===== src/rtl/camrst_seq.sv =====
// Camera power-up sequencer: power-down -> sensor reset -> settle -> ready; optional CAMRST_SEQ_SOFTREQ_EN re-sequence.
// Latency: ready after PWDN_CYC+RST_CYC+READY_CYC edges from the last reset edge; outputs registered.
// No backpressure: soft_req is a pulse that is honoured only in S_READY and is never queued.
module camrst_seq #(
    parameter int PWDN_CYC  = 16,
    parameter int RST_CYC   = 16,
    parameter int READY_CYC = 64,
    parameter int CNT_W     = 16
) (
    input  logic clk,
    input  logic reset,
    input  logic soft_req,
    output logic cam_pwdn,
    output logic cam_resetb,
    output logic ready,
    output logic busy
);

    typedef enum logic [1:0] {S_PWDN, S_RST, S_SETTLE, S_READY} state_t;

    localparam logic [CNT_W-1:0] PWDN_LAST  = CNT_W'(PWDN_CYC - 1);
    localparam logic [CNT_W-1:0] RST_LAST   = CNT_W'(RST_CYC - 1);
    localparam logic [CNT_W-1:0] READY_LAST = CNT_W'(READY_CYC - 1);

    state_t           state_q, state_d;
    logic [CNT_W-1:0] cnt_q, cnt_d;
    logic             pwdn_q, resetb_q, ready_q, busy_q;
    logic             soft_go;

`ifdef CAMRST_SEQ_SOFTREQ_EN
    assign soft_go = soft_req;
`else
    logic unused_soft_req;
    assign unused_soft_req = soft_req;
    assign soft_go         = 1'b0;
`endif

    always_comb begin
        state_d = state_q;
        cnt_d   = cnt_q;
        case (state_q)
            S_PWDN: begin
                if (cnt_q == PWDN_LAST) begin
                    state_d = S_RST;
                    cnt_d   = '0;
                end else begin
                    cnt_d = cnt_q + 1'b1;
                end
            end
            S_RST: begin
                if (cnt_q == RST_LAST) begin
                    state_d = S_SETTLE;
                    cnt_d   = '0;
                end else begin
                    cnt_d = cnt_q + 1'b1;
                end
            end
            S_SETTLE: begin
                if (cnt_q == READY_LAST) begin
                    state_d = S_READY;
                    cnt_d   = '0;
                end else begin
                    cnt_d = cnt_q + 1'b1;
                end
            end
            S_READY: begin
                cnt_d = '0;
                if (soft_go) begin
                    state_d = S_PWDN;
                end
            end
            default: begin
                state_d = S_PWDN;
                cnt_d   = '0;
            end
        endcase
    end

    // Output registers load the decode of the next state so they track state_q exactly.
    always_ff @(posedge clk) begin
        if (reset) begin
            state_q  <= S_PWDN;
            cnt_q    <= '0;
            pwdn_q   <= 1'b1;
            resetb_q <= 1'b0;
            ready_q  <= 1'b0;
            busy_q   <= 1'b1;
        end else begin
            state_q  <= state_d;
            cnt_q    <= cnt_d;
            pwdn_q   <= (state_d == S_PWDN);
            resetb_q <= (state_d == S_SETTLE) || (state_d == S_READY);
            ready_q  <= (state_d == S_READY);
            busy_q   <= (state_d != S_READY);
        end
    end

    assign cam_pwdn   = pwdn_q;
    assign cam_resetb = resetb_q;
    assign ready      = ready_q;
    assign busy       = busy_q;

endmodule


===== config.mk =====
export PLATFORM = sky130hd
export DESIGN_NAME = camrst_seq
export DESIGN_NICKNAME = d
export VERILOG_FILES = /design/src/rtl/camrst_seq.sv
export SDC_FILE = /design/constraint.sdc
export NUM_CORES = 1
export LEC_CHECK = 0
export CELL_PAD_IN_SITES_DETAIL_PLACEMENT = 1
export CELL_PAD_IN_SITES_GLOBAL_PLACEMENT = 1
export CORE_MARGIN = 1
export CORE_UTILIZATION = 46
export DETAILED_ROUTE_END_ITERATION = 7
export GPL_TIMING_DRIVEN = 0
export PLACE_DENSITY = 0.85
export SLEW_MARGIN = 5
export SYNTH_ARGS = -nofsm -noshare
export SYNTH_HDL_FRONTEND = slang
export SYNTH_SLANG_ARGS = --single-unit
export TNS_END_PERCENT = 1

===== constraint.sdc =====
create_clock -name clk -period 3.9 [get_ports clk]
set_input_delay 0.585 -clock clk [delete_from_list [all_inputs] [get_ports clk]]
set_output_delay 0.585 -clock clk [all_outputs]
set_load 0.02 [all_outputs]

==> impl_metrics.tcl <==
set metrics [dict create \
    fmax_ghz 0.460 \
    switchingPower_mw 0.0705 \
    synth_flop_cell "dfxtp_1" \
    pwr-share-clk_pct 30.3 \
    grt_use_met3_pct 4.62 \
    fillCellCount 220 \
    crit_slowest_cell "or4_4" \
    drt-total-wl_um 1870 \
    die_y_um 46.7 \
    h-tree-depth 1 \
    rsz0062_at_grt "false" \
    grt-ovfl-total 0 \
    relSlewSlack_pct 71.2 \
    cp-end-kind "register" \
    die_w_um 46.7 \
    hp-class "register to register" \
    period_needed_ns 2.17 \
    hold-worst-slack_ns 0.484 \
    hold_violations 0 \
    cp_top_family "simple AND/OR/NAND/NOR gates" \
    synth-seq-cells 21 \
    cap_violations 0 \
    top_usage_layer "met2" \
    multi_input_area_um2 467 \
    antenna_cells 0 \
    core_um2 1800 \
    via_count 702 \
    ys_seq_area_share_pct 45.7 \
    cp_max_fo 10 \
    cts.repair.resized 0 \
    grt_max_degree 12 \
    grtUsageTotal_pct 20.8 \
    drt-initial-drc-count 11 \
    dr.pass1.iters 4 \
    synth_cell_types 25 \
    clockRootBuffer "clkbuf_4" \
    dp_hpwl_um 1410 \
    fin_nets 111 \
    cts_setup_buffers 0 \
    synth_nets 101 \
    cts_tree "yes" \
    syn_area_um2 921 \
    layout_commonest_cell "dfxtp_1" \
    start_kind "register" \
    dpl.cell_count 127 \
    setup_tns_ns 0 \
    drtAntennaViolNets 0 \
    fin_cells 131 \
    finalCritPeriodShare_pct 55.7 \
    swShare_pct 21.1 \
    cp.required_ns 4.10 \
    drive_above_1_share_pct 10.4 \
    utilization_pct 57.1 \
    worstPathCellList "or4_4, or4_4, a2bb2oi_4, buf_6, nor2_1" \
    grt_pass1_vias 727 \
    cts_made_buffers 3 \
    run_status "finished, final reports clean" \
    clkTransAtPathRegs_ns 0.11 \
    rrSetupSlack_ns 1.73 \
    worst_pin_slew_ns 0.429 \
    dieArea_um2 2180 \
    grt_pass1_wl_um 3110 \
    async_flop_share_pct 0 \
    area_growth_pct 11.7 \
    cts_hold_buffers 0 \
    cp.arrival_ns 2.37 \
    drv_slew 0 \
    pre_cts_slack_ns 1.74 \
    powerDensity_nw_per_um2 325 \
    area.sequential_um2 420 \
    leakage_nw 0.339 \
    fp-row-count 15 \
    p_comb_share_pct 3.9 \
    final_cell_mix "dfxtp_1, nor2_1, xnor2_1" \
    internal-power_mw 0.264 \
    grt_util_met2_pct 35.0 \
    insertion_delay_ns 0.30 \
    cp_slowest_stage_delay_ns 0.58 \
    setup.worst_path.class "register to register" \
    path_buf_inv 1 \
    pwr-share-seq_pct 65.8 \
    routabilityCongestion 0.764 \
    skew_ns 0.00311 \
    antenna_found_initial 0 \
    route.detailed.drc 0 \
    via_per_inst 5.36 \
    synth_cells 97 \
    clockBufferDepth 2 \
    setup_violations 0 \
    clock_sinks 21 \
    ios 7 \
    timing.final.ws_setup_ns 1.73 \
    initial_utilization_pct 51.1 \
    gr-usage-met1_pct 25.6 \
    peakVddDrop_mv 0.199 \
    cp_common_cell "or4_4" \
    synth.avg_cell_area_um2 9.49 \
    io_buffers 5 \
    synth-edff-count 0 \
    post_drt_wl_per_cell_um 14.3 \
    synth_warnings 0 \
]
==> final timing paths <==
check | from | depth (start not counted) | end
setup reg to reg | cnt_q[10]$_SDFF_PP0_ | 5 | cnt_q[4]$_SDFF_PP0_
hold reg to reg | cnt_q[0]$_SDFF_PP0_ | 1 | cnt_q[0]$_SDFF_PP0_
setup / recovery | cnt_q[10]$_SDFF_PP0_ | 5 | cnt_q[4]$_SDFF_PP0_
hold / removal | cnt_q[0]$_SDFF_PP0_ | 1 | cnt_q[0]$_SDFF_PP0_
==> power by group through the flow <==
stage / Combinational, mW / Clock (mW) / Sequential (mW)
floorplan: 0.00930 / 0 / 0.224
global placement: 0.0124 / 0 / 0.225
detailed placement: 0.0133 / 0 / 0.225
CTS: 0.0135 / 0.109 / 0.220
global route: 0.0153 / 0.115 / 0.221
finish: 0.0131 / 0.101 / 0.220
==> cell type report <==
cell class              count  area share (%)
repair buffers              5            4.87
plain buffers               1            1.09
multi-input cells          69            45.4
clock buffers               4            2.55
flip-flops and latches     21            40.9
inverters                   6            2.19
well taps                  25            3.04
==> worst register-to-register path, stage by stage, from the launching register on <==
cell and delay [ns]:
dfxtp_1 0.39, or4_4 0.58, or4_4 0.58, a2bb2oi_4 0.27, buf_6 0.19, nor2_1 0.06
==> registers in the layout, summed over array words and instances, names as in the netlist <==
signal,count
state_q,2
busy,1
cnt_q,16
ready,1
cam_pwdn,1
==> cell families (layout without fill, tap and decap cells) <==
group	after synthesis	after routing	share of synthesized area, %
and+or+nand+nor	48	48	29.3
DFF	21	21	45.7
xor gates and xnor gates	15	15	14.3
buffers and inverters	7	16	3.67
AOI/OAI and AO/OA	5	5	5.71
adders and majority gates	1	1	1.36
==> routing by layer <==
layer	routed length [um]	up-vias
met1	813	337
met4	25	0
met3	49	4
met2	977	14
met5	0	-
li1	-	347
==> cell usage after synthesis, types with 2 or more instances <==
cell / n / area, um^2
or4_1: 2 / 15.0
nor2_1: 20 / 75.1
nand3_1: 4 / 20.0
nand4_1: 3 / 18.8
xnor2_1: 14 / 123
nor4_1: 5 / 31.3
nand2_1: 3 / 11.3
inv_1: 6 / 22.5
or4_4: 2 / 22.5
nor3_1: 3 / 15.0
dfxtp_1: 21 / 420
==> per-stage QoR <==
stage | total power [mW] | area (um^2)
finish | 0.334 | 1030
global route | 0.350 | 1030
detailed placement | 0.238 | 1000
global placement | 0.237 | 1000
floorplan | 0.234 | 921
CTS | 0.342 | 1030
No activity file was read; power rests on OpenSTA's default activity.
